**src/rtl/aud_i2s_tx.sv**
```systemverilog
// I2S transmitter: serializes a DATA_W-bit sample MSB-first to the codec DAC pin, BCLK/LRCK oversampled on i_clk.
// Optional feature macro AUD_TX_STEREO_DUP_EN: repeat the left sample in the right slot (default: right slot is 0).
module aud_i2s_tx #(
  parameter int DATA_W      = 16,
  parameter int SYNC_STAGES = 2
) (
  input  logic              i_clk,
  input  logic              i_rst_n,
  input  logic              i_en,
  input  logic              i_bclk,
  input  logic              i_daclrck,
  input  logic [DATA_W-1:0] i_dac_data,
  output logic              o_aud_dacdat,
  output logic              o_sample_req,
  output logic              o_busy,
  output logic [2:0]        o_dbg_state
);

  localparam int CNT_W = $clog2(DATA_W + 1);
  localparam int IDX_W = $clog2(DATA_W);
  localparam logic [CNT_W-1:0] LAST_CNT = CNT_W'(DATA_W - 1);
  localparam logic [CNT_W-1:0] FULL_CNT = CNT_W'(DATA_W);

  typedef enum logic [2:0] {
    S_IDLE  = 3'd0,
    S_WAIT  = 3'd1,
    S_DELAY = 3'd2,
    S_SEND  = 3'd3,
    S_DONE  = 3'd4
  } state_t;

  state_t                 state;
  logic [SYNC_STAGES-1:0] bclk_sync;
  logic [SYNC_STAGES-1:0] lrck_sync;
  logic                   bclk_s;
  logic                   lrck_s;
  logic                   bclk_d;
  logic                   lrck_p;
  logic                   fall_ev;
  logic                   lrck_edge;
  logic                   left_start;
  logic                   dup_start;
  logic [DATA_W-1:0]      shreg;
  logic [CNT_W-1:0]       bit_cnt;
  logic [IDX_W-1:0]       bit_idx;

  assign bclk_s      = bclk_sync[SYNC_STAGES-1];
  assign lrck_s      = lrck_sync[SYNC_STAGES-1];
  assign fall_ev     = bclk_d & ~bclk_s;
  assign lrck_edge   = fall_ev & (lrck_p ^ lrck_s);
  assign left_start  = fall_ev & lrck_p & ~lrck_s;
  assign bit_idx     = IDX_W'(DATA_W - 1) - bit_cnt[IDX_W-1:0];
  assign o_dbg_state = state;

`ifdef AUD_TX_STEREO_DUP_EN
  assign dup_start = fall_ev & ~lrck_p & lrck_s;
`else
  assign dup_start = 1'b0;
`endif

  always_ff @(posedge i_clk or negedge i_rst_n) begin
    if (!i_rst_n) begin
      bclk_sync <= '0;
      lrck_sync <= '0;
      bclk_d    <= 1'b0;
      lrck_p    <= 1'b0;
    end else begin
      bclk_sync <= {bclk_sync[SYNC_STAGES-2:0], i_bclk};
      lrck_sync <= {lrck_sync[SYNC_STAGES-2:0], i_daclrck};
      bclk_d    <= bclk_s;
      if (fall_ev) lrck_p <= lrck_s;
    end
  end

  // A slot boundary that lands while the LSB is due is the normal back-to-back case:
  // the LSB still goes out and the next slot's delay bit overlaps it.
  always_ff @(posedge i_clk or negedge i_rst_n) begin
    if (!i_rst_n) begin
      state        <= S_IDLE;
      shreg        <= '0;
      bit_cnt      <= '0;
      o_aud_dacdat <= 1'b0;
      o_sample_req <= 1'b0;
      o_busy       <= 1'b0;
    end else begin
      o_sample_req <= 1'b0;
      if (!i_en) begin
        state        <= S_IDLE;
        bit_cnt      <= '0;
        o_aud_dacdat <= 1'b0;
        o_busy       <= 1'b0;
      end else begin
        case (state)
          S_IDLE: begin
            o_aud_dacdat <= 1'b0;
            o_busy       <= 1'b0;
            state        <= S_WAIT;
          end
          S_WAIT, S_DONE: begin
            if (fall_ev) begin
              o_aud_dacdat <= 1'b0;
              o_busy       <= 1'b0;
            end
            if (left_start) begin
              shreg        <= i_dac_data;
              o_sample_req <= 1'b1;
              state        <= S_DELAY;
            end else if (dup_start && state == S_DONE) begin
              state <= S_DELAY;
            end
          end
          S_DELAY: begin
            if (fall_ev) begin
              if (lrck_edge) begin
                o_aud_dacdat <= 1'b0;
                o_busy       <= 1'b0;
                bit_cnt      <= '0;
                if (left_start) begin
                  shreg        <= i_dac_data;
                  o_sample_req <= 1'b1;
                  state        <= S_DELAY;
                end else begin
                  state <= S_DONE;
                end
              end else begin
                o_aud_dacdat <= shreg[DATA_W-1];
                o_busy       <= 1'b1;
                bit_cnt      <= CNT_W'(1);
                state        <= S_SEND;
              end
            end
          end
          S_SEND: begin
            if (fall_ev) begin
              if ((lrck_edge && bit_cnt < LAST_CNT) || bit_cnt == FULL_CNT) begin
                // Word finished, or frame cut short: stop driving and look for the next slot.
                o_aud_dacdat <= 1'b0;
                o_busy       <= 1'b0;
                bit_cnt      <= '0;
                if (left_start) begin
                  shreg        <= i_dac_data;
                  o_sample_req <= 1'b1;
                  state        <= S_DELAY;
                end else if (dup_start && bit_cnt == FULL_CNT) begin
                  state <= S_DELAY;
                end else begin
                  state <= S_DONE;
                end
              end else begin
                o_aud_dacdat <= shreg[bit_idx];
                bit_cnt      <= bit_cnt + 1'b1;
                if (left_start) begin
                  shreg        <= i_dac_data;
                  o_sample_req <= 1'b1;
                  state        <= S_DELAY;
                end else if (dup_start) begin
                  state <= S_DELAY;
                end else if (lrck_edge) begin
                  state <= S_DONE;
                end
              end
            end
          end
          default: begin
            state        <= S_IDLE;
            o_aud_dacdat <= 1'b0;
            o_busy       <= 1'b0;
          end
        endcase
      end
    end
  end

endmodule

```
**config.mk**
```make
export PLATFORM = sky130hd
export DESIGN_NAME = aud_i2s_tx
export DESIGN_NICKNAME = d
export VERILOG_FILES = /design/src/rtl/aud_i2s_tx.sv
export SDC_FILE = /design/constraint.sdc
export NUM_CORES = 1
export LEC_CHECK = 0
export ABC_AREA = 1
export CAP_MARGIN = 20
export CORE_MARGIN = 2
export CORE_UTILIZATION = 50
export CTS_CLUSTER_SIZE = 20
export DETAILED_ROUTE_END_ITERATION = 10
export PLACE_DENSITY = 0.76
export SKIP_CTS_REPAIR_TIMING = 1
export SLEW_MARGIN = 30
export SYNTH_ARGS = -nofsm -noshare
export SYNTH_HDL_FRONTEND = slang
export SYNTH_SLANG_ARGS = --single-unit
```
**constraint.sdc**
```tcl
create_clock -name i_clk -period 1.7 [get_ports i_clk]
set_clock_uncertainty 0.15 [all_clocks]
set_input_delay 0.51 -clock i_clk [delete_from_list [all_inputs] [get_ports i_clk]]
set_output_delay 0.51 -clock i_clk [all_outputs]
set_load 0.01 [all_outputs]
```
# Yosys cells after proc, flatten, opt, wreduce, memory -nomap -nowiden
# Cells that the tools add are included.
dict set report word_totals {
  ff_bits 33
  input_bits 21
  out_inout_bits 6
  wordCells 88
}
dict set report op_classes {
  n_addsub 2
  order_cmp 2
  eq_ne 15
  n_mux 42
  n_bitwise 7
  reduce_logical 10
}
# operator n
set ops {}
lappend ops {{16-bit two-way mux} 4}
lappend ops {{16-bit one-hot mux with 3 select lines} 1}
lappend ops {{3-bit two-way mux} 9}
lappend ops {{5-bit two-way mux} 4}
lappend ops {{1-bit two-way mux} 18}
lappend ops {{3-bit != test, second input constant} 5}
lappend ops {{3-bit one-hot mux with 4 select lines} 1}
lappend ops {{5-bit one-hot mux with 2 select lines} 1}
lappend ops {{1-bit one-hot mux with 3 select lines} 3}
lappend ops {{4-bit AND reduction} 2}
lappend ops {{3-bit by 2-bit == test with 1-bit output, second input constant} 2}
lappend ops {{2-bit != test, second input constant} 3}
lappend ops {{3-bit AND reduction} 2}
lappend ops {{5-bit by 1-bit adder with 5-bit output, second input constant} 1}
lappend ops {{5-bit == test, second input constant} 1}
lappend ops {{4-bit by 5-bit < comparator with 1-bit output, second input constant} 1}
lappend ops {{5-bit by 4-bit < comparator with 1-bit output, second input constant} 1}
lappend ops {{5-bit != test, second input constant} 1}
lappend ops {{5-bit AND reduction} 1}
lappend ops {{1-bit bitwise AND} 4}
lappend ops {{1-bit binary-select mux with 4-bit select} 1}
lappend ops {{4-bit subtractor, first input constant} 1}
lappend ops {{3-bit by 1-bit == test with 1-bit output, second input constant} 1}
lappend ops {{3-bit == test, second input constant} 1}
lappend ops {{8 further kinds} 9}

# Depth between registers and ports, before layout
dict set report logic_depth {
  ltp_word 9
  ltp_mapped 11
  mapped_depth_nobuf 11
}

# Least setup slack after synthesis
# Ideal clock, no wire load.
dict set report synth_path {
  path_kind {input to register}
  start {input i_en}
  end {register shreg[10]}
  setup_ps 116
  arrival_ps 1318
  required_time_ps 1434
  path_slack_ps 116
  stages 9
  path_buffers 2
  cell_sequence {buf_4 -> inv_2 -> nor2_4 -> nand2_2 -> nor2_8 -> inv_4 -> buf_6 -> nand2_1 -> nand2_1}
}
dict set report synth_via {
  elab_chain_cells 1
}
# element line_no
set synth_rtl {}
lappend synth_rtl {{from (decl)} 9} ;# input logic i_en,
lappend synth_rtl {{5-bit AND reduction (no line)} -}
lappend synth_rtl {{to (signal assigned)} 105} ;# shreg <= i_dac_data;
lappend synth_rtl {{to (signal assigned)} 119} ;# shreg <= i_dac_data;
lappend synth_rtl {{to (signal assigned)} 141} ;# shreg <= i_dac_data;
lappend synth_rtl {{to (decl)} 43} ;# logic [DATA_W-1:0] shreg;
# Every way passes these cells.
# A chain may end at the register's enable or synchronous reset.

# Final worst setup path
dict set report layout_path {
  start {register bit_cnt[0]}
  end {register bit_cnt[1]}
}
dict set report layout_via {
  elab_chain_cells 7
  elab_cells_between_ends 9
  classes_between {add/sub: 1; order compare: 1; eq/ne: 1; mux: 4; reduce/logical: 2}
}
# element line_no
set layout_rtl {}
lappend layout_rtl {{from (decl)} 44} ;# logic [CNT_W-1:0] bit_cnt;
lappend layout_rtl {{from (signal assigned)} 151} ;# bit_cnt <= bit_cnt + 1'b1;
lappend layout_rtl {{5-bit by 4-bit < comparator with 1-bit output} 135} ;# if ((lrck_edge && bit_cnt < LAST_CNT) || bit_cnt == FULL_CNT) begin
lappend layout_rtl {{1-bit logical AND} 135}
lappend layout_rtl {{1-bit logical OR} 135}
lappend layout_rtl {{5-bit two-way mux (*)} 135}
lappend layout_rtl {{5-bit two-way mux (*)} 134} ;# if (fall_ev) begin
lappend layout_rtl {{5-bit one-hot mux with 2 select lines (*)} 93} ;# case (state)
lappend layout_rtl {{5-bit two-way mux (*)} 87} ;# if (!i_en) begin
# Mark *: on every way between the ends. The rest lies on a longest branch, timed or not. The select of a mux whose other input is x is not followed.

==> results.json <==
{
  "layout_min_cycle_time_ns": 1.57,
  "vias": 1544,
  "highest_layer": "met4",
  "io_buffers": 26,
  "rsz0062_at_grt": "true",
  "fp.dieW_um": 62.9,
  "drv_cap": 0,
  "placed_area_mm2": 0.00214,
  "grt_pass1_vias": 1429,
  "clk_pin_slew_worst_paths_ns": 0.10,
  "worst-path-max-fanout": 11,
  "syn_inst": 231,
  "drt-vias-per-instance": 4.77,
  "finalWirelength_um": 3400,
  "gp_congestion": 0.890,
  "cts_sinks": 33,
  "r2r-end": "bit_cnt[1]$_DFFE_PN0P_",
  "ys_seq_area_frac": 0.476,
  "area_growth_pct": 31.6,
  "hp-start": "lrck_sync[0]$_DFF_PN0_",
  "final_cell_area_mm2": 0.00228,
  "worstMarginPinSlew_ns": 0.226,
  "final_cell_mix": "nand2_1, dfrtp_1, clkdlybuf4s50_1",
  "htreeDepth": 2,
  "avgSynthCellArea_um2": 7.51,
  "io-pin-count": 27,
  "cellPowerDensity_mw_per_mm2": 1020,
  "drc_errors": 0,
  "drtPass1Iterations": 4,
  "hold_viol": 0,
  "fmax_mhz": 636,
  "grt_usage": 0.200,
  "holdCritPathClass": "register to register",
  "clock_latency_ns": 0.34,
  "wl_met3_um": 198,
  "setup_viol": 0,
  "slew_headroom": 0.849,
  "final_common_cell": "nand2_1",
  "grt_first_pass_wirelength_um": 6220,
  "final_nets": 300,
  "p_leak_nw": 1.29,
  "synth.net_count": 254,
  "final_max_slew_viol_count": 0,
  "rr_worst_depth": 8,
  "grt_overflow": 0,
  "yosys.cell_types.count": 24,
  "dieArea_mm2": 0.00396,
  "dp_slack_ns": -0.200,
  "wl_met2_um": 1680,
  "drt_iter0_drc": 57,
  "cts_tree": "yes",
  "path_class": "register to register",
  "core_mm2": 0.00334,
  "required_ns": 1.81,
  "reg2reg_from": "bit_cnt[0]$_DFFE_PN0P_",
  "ys_ff_latch": 33,
  "die_h_um": 62.9,
  "peakVddDrop_mv": 0.613,
  "rows": 21,
  "min_to": "lrck_sync[1]$_DFF_PN0_",
  "antenna_found_initial": 0,
  "synth_area_mm2": 0.00174,
  "arrival_ns": 1.68,
  "fin_ws_ns": 0.128,
  "rrSetupSlack_ns": 0.13,
  "cts_buffers": 5,
  "dp.final_hpwl_um": 2480,
  "status": "finished, final reports clean",
  "cts_buffer_depth": 2,
  "routedLengthMet1_um": 1450,
  "hold-path-cell-count": 0,
  "ys_warn_count": 0,
  "finalCritPeriodShare": 0.925,
  "grt_max_degree": 34,
  "diodes": 0,
  "wl_per_cell_um": 10.5,
  "cts_root_buf": "clkbuf_4",
  "initial_core_util": 0.520,
  "cp-start-kind": "register",
  "endpoint_kind": "register",
  "drive_gt1_frac": 0.191,
  "detail-route-antenna-nets": 0
}
metrics by stage:
step / hold slack, ns / util / cells / setup TNS, ns / power (mW)
after global placement: 0.185 / 0.641 / 312 / -3.51 / 1.89
after floorplan: 0.0644 / - / 231 / 0 / 1.61
final: 0.207 / 0.684 / 324 / 0 / 2.34
after global routing: 0.225 / 0.684 / 324 / -0.0337 / 2.56
after detailed placement: 0.186 / 0.641 / 312 / -3.91 / 1.90
after CTS: 0.211 / 0.656 / 320 / -1.26 / 2.33
routing by layer:
metal	global-route usage	vias to the layer above
li1	-	810
met1	0.242	687
met2	0.322	40
met3	0.0685	7
met4	0.0861	0
met5	0	-
worst max path at each step:
| stage | end | cells past startpoint | start | slack [ns] |
|---|---|---|---|---|
| 2_1_floorplan | shreg[10]$_DFFE_PN0P_ | 9 | i_en | 0.12 |
| 3_3_place_gp | shreg[7]$_DFFE_PN0P_ | 8 | i_en | -0.17 |
| 3_5_place_dp | shreg[6]$_DFFE_PN0P_ | 8 | i_en | -0.20 |
| 4_1_cts | o_dbg_state[2] | 1 | o_dbg_state[2]$_DFFE_PN0P_ | -0.27 |
| 5_1_grt | o_dbg_state[0]$_DFFE_PN0P_ | 10 | bclk_sync[1]$_DFF_PN0_ | -0.01 |
| 6_report | bit_cnt[1]$_DFFE_PN0P_ | 8 | bit_cnt[0]$_DFFE_PN0P_ | 0.13 |
cell usage after synthesis (all sizes together):
library cell	instances	area share
nand4	3	0.011
dfrtp	33	0.48
nand3	22	0.069
ha	2	0.014
buf	4	0.022
a21oi	3	0.0086
clkinv	1	0.0022
xor2	3	0.015
nor3	3	0.012
inv	24	0.053
nor2	17	0.052
nand2	110	0.25
o22ai	1	0.0036
o21ai	5	0.017
cell families (layout without fill, tap and decap cells):
logic type / Yosys count / after routing / share of synthesized area
compound gates: 9 / 9 / 0.0288
xor+xnor: 3 / 3 / 0.0151
fa+ha+maj: 2 / 2 / 0.0144
buf+inv: 29 / 76 / 0.0771
flops: 33 / 33 / 0.476
simple gates: 155 / 155 / 0.389
registers in the layout (all words and copies together), names as in the netlist, 2 cells and up:
| signal | cells |
|---|---|
| bclk_sync | 2 |
| o_dbg_state | 3 |
| lrck_sync | 2 |
| bit_cnt | 5 |
| shreg | 16 |
worst max-delay path: stages (launching register included):
cell and delay [ns]:
dfrtp_1 0.37, buf_4 0.18, nand3_2 0.09, nor2_1 0.12, nor2_2 0.07, nor2_4 0.12, nand3_4 0.12, buf_4 0.15
o22ai_1 0.10
layout make-up:
| type | count | area, um^2 |
|---|---|---|
| multi-input cells | 169 | 825 |
| flip-flops and latches | 33 | 826 |
| well taps | 46 | 57.6 |
| clock inverters | 2 | 10.0 |
| clock buffers | 6 | 41.3 |
| fillers | 272 | 1050 |
| inverters | 25 | 96.3 |
| repair buffers | 43 | 428 |
power by group:
part	switching, mW	leakage (nW)	total (mW)	internal [mW]
Sequential	0.109	0.435	1.09	0.985
Clock	0.270	0.0320	0.428	0.157
Combinational	0.463	0.819	0.816	0.353
Total	0.842	1.29	2.34	1.50
Power figures use the tool's default switching activity.
